==> src/rtl/branch_pkg.sv <==
// Shared definitions for the branch resolve unit.
//
// Holds the MIPS branch opcode values, the 2-bit predictor counter type,
// its saturation limits, and the saturating update helper.
// The predictor table and the top level both use these definitions.

package branch_pkg;

    // Opcode field values of the five conditional branches
    localparam logic [5:0] OP_BLTZ = 6'd1;
    localparam logic [5:0] OP_BEQ  = 6'd4;
    localparam logic [5:0] OP_BNE  = 6'd5;
    localparam logic [5:0] OP_BLEZ = 6'd6;
    localparam logic [5:0] OP_BGTZ = 6'd7;

    // 2-bit saturating predictor counter; bit 1 is the taken prediction
    typedef logic [1:0] cnt_t;

    localparam cnt_t CNT_MAX = 2'd3;
    localparam cnt_t CNT_MIN = 2'd0;

    // Moves a counter one step towards taken or not-taken, clamping at the ends
    function automatic cnt_t cnt_update(input cnt_t cnt, input logic up);
        cnt_t nxt;
        nxt = cnt;
        if (up) begin
            if (cnt != CNT_MAX) begin
                nxt = cnt + 2'd1;
            end
        end else begin
            if (cnt != CNT_MIN) begin
                nxt = cnt - 2'd1;
            end
        end
        return nxt;
    endfunction

endpackage

==> src/rtl/bpred_table.sv <==
// Table of 2-bit saturating-counter branch predictors.
//
// Ports:
//   clk     - rising-edge clock
//   reset   - asynchronous, active-low; every counter returns to CNT_INIT
//   rd_idx  - lookup index (asynchronous read)
//   rd_cnt  - counter value at rd_idx
//   wr_en   - apply an update to the entry at wr_idx this cycle
//   wr_idx  - index of the entry being updated
//   wr_up   - 1 = branch taken (count up), 0 = not taken (count down)
//
// The read port has no bypass: a lookup on the entry being updated in the
// same cycle sees the value from before the update.

module bpred_table
    import branch_pkg::*;
#(
    parameter int         IDX_W    = 4,
    parameter logic [1:0] CNT_INIT = 2'b01
) (
    input  logic             clk,
    input  logic             reset,
    input  logic [IDX_W-1:0] rd_idx,
    output logic [1:0]       rd_cnt,
    input  logic             wr_en,
    input  logic [IDX_W-1:0] wr_idx,
    input  logic             wr_up
);

    localparam int DEPTH = 2 ** IDX_W;

    cnt_t cnt_q [DEPTH];

    assign rd_cnt = cnt_q[rd_idx];

    // Counter storage: cleared to CNT_INIT on reset, otherwise one entry
    // moves one saturating step per resolved branch
    always_ff @(posedge clk or negedge reset) begin
        if (!reset) begin
            for (int i = 0; i < DEPTH; i++) begin
                cnt_q[i] <= CNT_INIT;
            end
        end else if (wr_en) begin
            cnt_q[wr_idx] <= cnt_update(cnt_q[wr_idx], wr_up);
        end
    end

endmodule

==> src/rtl/branch_resolve_unit.sv <==
// Branch resolve unit: evaluates MIPS conditional branches from raw
// register operands, registers the outcome, trains a PC-indexed table of
// 2-bit predictors and keeps saturating statistics.
//
// Ports:
//   clk, reset      - clock; asynchronous active-low reset
//   req_valid       - a resolve request is present this cycle
//   opcode          - instruction opcode field
//   op_a, op_b      - rs / rt operands (op_b used by beq/bne only)
//   req_pc          - PC of the branch being resolved
//   pred_taken_in   - prediction fetch used for this instruction
//   lookup_pc       - fetch PC to predict
//   lookup_taken    - combinational prediction for lookup_pc
//   res_valid       - one-cycle pulse, result fields valid
//   res_taken       - branch condition was true
//   res_is_branch   - opcode was one of the five branches
//   res_mispredict  - branch whose outcome differed from pred_taken_in
//   stat_branches   - resolved branch count, saturating
//   stat_mispred    - mispredict count, saturating
//
// Results have one cycle of latency; one request may be accepted per cycle.

module branch_resolve_unit
    import branch_pkg::*;
#(
    parameter int         DATA_W   = 32,
    parameter int         PC_W     = 32,
    parameter int         IDX_W    = 4,
    parameter logic [1:0] CNT_INIT = 2'b01,
    parameter int         STAT_W   = 16
) (
    input  logic              clk,
    input  logic              reset,
    input  logic              req_valid,
    input  logic [5:0]        opcode,
    input  logic [DATA_W-1:0] op_a,
    input  logic [DATA_W-1:0] op_b,
    input  logic [PC_W-1:0]   req_pc,
    input  logic              pred_taken_in,
    input  logic [PC_W-1:0]   lookup_pc,
    output logic              lookup_taken,
    output logic              res_valid,
    output logic              res_taken,
    output logic              res_is_branch,
    output logic              res_mispredict,
    output logic [STAT_W-1:0] stat_branches,
    output logic [STAT_W-1:0] stat_mispred
);

    logic             is_branch;
    logic             taken;
    logic             mispredict;
    logic             do_update;
    logic [IDX_W-1:0] upd_idx;
    logic [IDX_W-1:0] look_idx;
    logic [1:0]       look_cnt;

    // Instructions are word aligned, so the two low PC bits carry no
    // information and the index starts at bit 2
    assign upd_idx  = req_pc[IDX_W+1:2];
    assign look_idx = lookup_pc[IDX_W+1:2];

    // PC bits outside the index field are intentionally ignored
    logic unused_pc_bits;
    assign unused_pc_bits = ^{req_pc[PC_W-1:IDX_W+2], req_pc[1:0],
                              lookup_pc[PC_W-1:IDX_W+2], lookup_pc[1:0]};

    // Condition decode; anything that is not one of the five branch
    // opcodes, including an undefined opcode, resolves as a non-branch
    always_comb begin
        is_branch = 1'b0;
        taken     = 1'b0;
        case (opcode)
            OP_BEQ: begin
                is_branch = 1'b1;
                taken     = (op_a == op_b);
            end
            OP_BNE: begin
                is_branch = 1'b1;
                taken     = (op_a != op_b);
            end
            OP_BLEZ: begin
                is_branch = 1'b1;
                taken     = ($signed(op_a) <= $signed({DATA_W{1'b0}}));
            end
            OP_BGTZ: begin
                is_branch = 1'b1;
                taken     = ($signed(op_a) > $signed({DATA_W{1'b0}}));
            end
            OP_BLTZ: begin
                is_branch = 1'b1;
                taken     = ($signed(op_a) < $signed({DATA_W{1'b0}}));
            end
            default: begin
                is_branch = 1'b0;
                taken     = 1'b0;
            end
        endcase
    end

    assign mispredict = is_branch & (taken ^ pred_taken_in);
    assign do_update  = req_valid & is_branch;

    bpred_table #(
        .IDX_W    (IDX_W),
        .CNT_INIT (CNT_INIT)
    ) u_table (
        .clk    (clk),
        .reset  (reset),
        .rd_idx (look_idx),
        .rd_cnt (look_cnt),
        .wr_en  (do_update),
        .wr_idx (upd_idx),
        .wr_up  (taken)
    );

    assign lookup_taken = look_cnt[1];

    // Result registers: res_valid pulses for each accepted request while
    // the result fields hold their last values between requests. Reset
    // clears everything, which also drops a request in flight.
    always_ff @(posedge clk or negedge reset) begin
        if (!reset) begin
            res_valid      <= 1'b0;
            res_taken      <= 1'b0;
            res_is_branch  <= 1'b0;
            res_mispredict <= 1'b0;
        end else begin
            res_valid <= req_valid;
            if (req_valid) begin
                res_taken      <= taken;
                res_is_branch  <= is_branch;
                res_mispredict <= mispredict;
            end
        end
    end

    // Statistics counters stick at all-ones rather than wrapping
    always_ff @(posedge clk or negedge reset) begin
        if (!reset) begin
            stat_branches <= '0;
            stat_mispred  <= '0;
        end else begin
            if (do_update && (stat_branches != {STAT_W{1'b1}})) begin
                stat_branches <= stat_branches + {{(STAT_W-1){1'b0}}, 1'b1};
            end
            if (req_valid && mispredict && (stat_mispred != {STAT_W{1'b1}})) begin
                stat_mispred <= stat_mispred + {{(STAT_W-1){1'b0}}, 1'b1};
            end
        end
    end

endmodule

==> config.mk <==
export PLATFORM = sky130hd
export DESIGN_NAME = branch_resolve_unit
export DESIGN_NICKNAME = d
export VERILOG_FILES = /design/src/rtl/branch_pkg.sv /design/src/rtl/bpred_table.sv /design/src/rtl/branch_resolve_unit.sv
export SDC_FILE = /design/constraint.sdc
export NUM_CORES = 1
export LEC_CHECK = 0
export CELL_PAD_IN_SITES_DETAIL_PLACEMENT = 0
export CELL_PAD_IN_SITES_GLOBAL_PLACEMENT = 2
export CORE_MARGIN = 1.5
export CORE_UTILIZATION = 24
export CTS_CLUSTER_SIZE = 25
export DETAILED_ROUTE_END_ITERATION = 7
export PLACE_DENSITY_LB_ADDON = 0.1
export RECOVER_POWER = 25
export SYNTH_ARGS = -nofsm -noshare
export SYNTH_HDL_FRONTEND = slang
export SYNTH_HIERARCHICAL = 1
export SYNTH_SLANG_ARGS = --single-unit
==> constraint.sdc <==
create_clock -name clk -period 4 [get_ports clk]
set_clock_uncertainty 0.2 [all_clocks]
set_input_delay 1.2 -clock clk [delete_from_list [all_inputs] [get_ports clk]]
set_output_delay 1.2 -clock clk [all_outputs]
set_load 0.02 [all_outputs]
# Yosys cells after proc, flatten, opt, wreduce, memory -nomap -nowiden

Index checks and enable logic that the tools add are counted.
Widths: inputs -> output; s select.

Add/subtract/negate cells: 4
Multiply operators: 0
Div/mod/pow operators: 0
Order comparisons: 6
Equal/unequal tests: 10
Shift-type cells: 0
Muxes and demuxes: 15
Bitwise operators: 5
Reduce and logical (&&, ||, !) cells: 6

Operators with widths:

| cell                  | count |
|---|---|
| $add 16x1->16 const B | 2 |
| $bwmux 32             | 1 |
| $eq 32x32->1          | 1 |
| $gt 32x1->1 const B   | 1 |
| $le 32x1->1 const B   | 1 |
| $lt 32x1->1 const B   | 1 |
| $ne 16x16->1 const B  | 2 |
| $ne 32x32->1          | 1 |
| $eq 6x3->1 const B    | 4 |
| $mux 2                | 9 |
| $bmux 2 s4            | 2 |
| $ge 5x5->1 const B    | 2 |
| $not 4->5             | 2 |
| $demux 2 s4           | 1 |
| $eq 6x1->1 const B    | 1 |
| $lt 5x1->1 const B    | 1 |
| $pmux 1 s5            | 1 |
| $reduce_or 5->1       | 1 |
| $logic_and 1x1->1     | 4 |
| $add 2x1->2 const B   | 1 |
| $and 1x1->1           | 2 |
| $ne 2x2->1 const B    | 1 |
| $reduce_bool 2->1     | 1 |
| $sub 2x1->2 const B   | 1 |
| other kinds (2)       | 2 |

Bits in registers: 68
Bits in latches: 0
RAM bits: 0
Memory bits (read-only): 0
Input bits: 138
Word-level logic and storage cells: 68
Memories: 0

# Longest topological paths before layout

Depth in word-level cells: 9
Mapped depth: 10
Gate-level depth less buffers: 9

# Cells and area by module

Netlist, hierarchy kept.

Modules (own cells, without submodules):

| module              | times used | cells an instance | area an instance (um^2) |
|---|---|---|---|
| branch_resolve_unit | 1          | 270               | 2,553.7 |
| bpred_table         | 1          | 135               | 1,845.5 |

# Least setup slack after synthesis

OpenSTA, ideal clock, no wires.

Path type: input -> output
Start point: in lookup_pc[2]
End point: out lookup_taken
Arrival time: 2.714 ns
Path slack: -0.114 ns
Stages: 3
Cell sequence: clkbuf_1 > mux4_2 > mux4_2

Word-level cells in the longest chain between the ends: 4

RTL lines:

| what                                       | RTL line                  | source |
|---|---|---|
| start, declared                            | branch_resolve_unit.sv:40 | `input logic [PC_W-1:0] lookup_pc,` |
| $not 4->5 (not written as such)            | bpred_table.sv:34         | `assign rd_cnt = cnt_q[rd_idx];` |
| $bmux 2 s4                                 | bpred_table.sv:34         |  |
| $mux 2 (not written as such) (2 in series) | bpred_table.sv:34         |  |
| end, declared                              | branch_resolve_unit.sv:41 | `output logic lookup_taken,` |

Every way passes these cells. The select of a mux whose other input is x is not followed.

# Final worst setup path

Same ends and word-level chain as after synthesis.

==> metrics <==
Die ar. 18700 µm²; Rel. slew slack -0.0384; DP Worst Slack -0.799 ns; crit-path max FO 4; Critical path origin lookup_pc[2]; multi-input logic area 2480 µm²; Layout Nets 696; critical path class primary input to primary output; period utilisation layout 0.980; power per cell area 341 nW/µm²; Final setup viols 0; Arrival @ worst endpoint 2.52 ns; worst setup path endpoint lookup_taken; Reg clk slew, reported paths 0.06 ns; routed len/inst 16.5 µm; Initial Utilization 0.247; CP Capture Type primary output; CTS H-tree depth 3; max_cap viols 1; CTS Buffer Depth 2; gr ovfl total 0; Residual DRC 0; CTS tree done; Avg Inst Size Synth 10.7 µm²; r2r endpoint stat_mispred[14]$_DFFE_PN0P_; Critical path buffers and inverters 2; CP Cell Sequence buf_2 -> mux4_2 -> mux4_2 -> buf_2; overall power 2.17 mW; via/cell ratio 4.73; Core Region 17400 µm²; Layout area overhead 48.4%; latest clock arrival within the worst-skew pair 0.34 ns; RSZ-0062 raised after global routing no; Global Route Usage Sum 0.142; n_diodes 0; flop-to-flop setup slack 1.47 ns; layout cell share with drive strength beyond 1 0.239; Worst setup SP type primary input; Reg2Reg Depth 9; clock root cell clkbuf_16; Post-Layout Cell Count 786; Synth Warn # 6; number of global-route vias before repair 3767; leakage power 2.57 nW; delay-heaviest family, CP multiplexers; Post-CTS Setup Bufs 0; Crit path required time 2.60 ns; Slowest Stage Delay on Critical Path 0.51 ns; I/O pins 175; IO buf count 118; Worst Hold Class flip-flop to flip-flop; post-synthesis instance area 4290 µm²; initial DRC count 141; CTS Sinks 68; minimum clock period 3.92 ns; Layout Utilization 0.366; antenna viol nets, final 0; CP Depth 4; slew at the pin closest to its max-slew limit 1.56 ns; TritonCTS Buffers 9; endpoints failing hold 0; Synth Net Count 540; global-route wire length before repair 20200 µm; status complete, but fails checks; register area 1720 µm²; largest net degree at the start of global routing 42; final WL 13000 µm; number of fill cells 1726; maximum vdd drop 0.229 mV; antenna violations before repair 0; num rows 48; Placed Cells 770; fin. max-slew vios 29; Final GP Congestion 0.725; failing checks capacitance limit, slew limit; die height 137 µm; Final Cell Area 6360 µm²; R2R Path Start stat_mispred[3]$_DFFE_PN0P_; Peak Freq 255 MHz; via count 3717; Die Span X 137 µm; DP Area 5980 µm²; setup slack after layout 0.0801 ns; Post-Synthesis Cells 400; Detailed Place HPWL 9920 µm; Slowest cell on crit path mux4_2; DRT Pass-1 Iters 4
==> registers in the layout, indices dropped and copies added (netlist names) <==
| signal | cells |
|---|---|
| res_mispredict | 1 |
| res_is_branch | 1 |
| stat_mispred | 16 |
| res_taken | 1 |
| res_valid | 1 |
| stat_branches | 16 |
| u_table/cnt_q | 32 |
==> power breakdown <==
group,internal [mW],leakage (nW),switching [mW]
Clock,0.677,0.180,0.328
Sequential,0.730,0.853,0.0441
Combinational,0.207,1.54,0.181
==> layout by cell type, fill, tap and decap left out, types with 9 or more instances in the layout <==
master / n
clkdlybuf4s50_1: 113
dfrtp_1: 52
buf_4: 37
xor2_1: 35
nor2_1: 31
mux2_2: 29
nor4_1: 25
nand2_1: 24
xnor2_1: 23
nand3_1: 18
dfstp_2: 16
mux2i_1: 15
mux4_2: 13
nand4_1: 12
nor3_1: 12
clkbuf_16: 9
==> repair_timing <==
action | in CTS | in global routing
pin swaps | 0 | 1
setup endpoints to repair | 9 | 24
hold buffers | 0 | 0
endpoints found under the hold margin | 0 | 0
resized for setup | 10 | 4
==> cell type report <==
class                   instances  share of cell area
clock buffers                   9              0.0354
clock inverters                 7              0.0230
inverters                       9             0.00531
multi-input cells             311               0.391
flip-flops and latches         68               0.271
well taps                     225              0.0443
repair buffers                157               0.231
==> worst min-delay path by stage <==
stage | slack [ns] | endpoint | startpoint | depth (start not counted)
floorplan | 0.28 | u_table/cnt_q[10]$_DFFE_PN1P_ | u_table/cnt_q[10]$_DFFE_PN1P_ | 2
global placement | 0.28 | stat_branches[15]$_DFFE_PN0P_ | stat_branches[15]$_DFFE_PN0P_ | 1
detailed placement | 0.28 | stat_branches[9]$_DFFE_PN0P_ | stat_branches[9]$_DFFE_PN0P_ | 1
CTS | 0.29 | stat_branches[9]$_DFFE_PN0P_ | stat_branches[9]$_DFFE_PN0P_ | 1
global route | 0.31 | u_table/cnt_q[10]$_DFFE_PN1P_ | u_table/cnt_q[10]$_DFFE_PN1P_ | 2
finish | 0.29 | stat_branches[15]$_DFFE_PN0P_ | stat_branches[15]$_DFFE_PN0P_ | 1
==> through the flow <==
step / setup TNS [ns] / hold slack [ns]
2_1_floorplan: 0 / 0.279
3_3_place_gp: -10.16 / 0.279
3_5_place_dp: -10.84 / 0.283
4_1_cts: 0 / 0.295
5_1_grt: 0 / 0.315
6_report: 0 / 0.291
==> routing by layer <==
layer | vias to the layer above | wire length (µm) | track usage
met5 | - | 0 | 0
met4 | 0 | 118 | 0.0361
met3 | 8 | 776 | 0.0363
met2 | 91 | 5980 | 0.224
met1 | 1817 | 6080 | 0.192
li1 | 1801 | - | -
(Power assumes the default switching activity.)
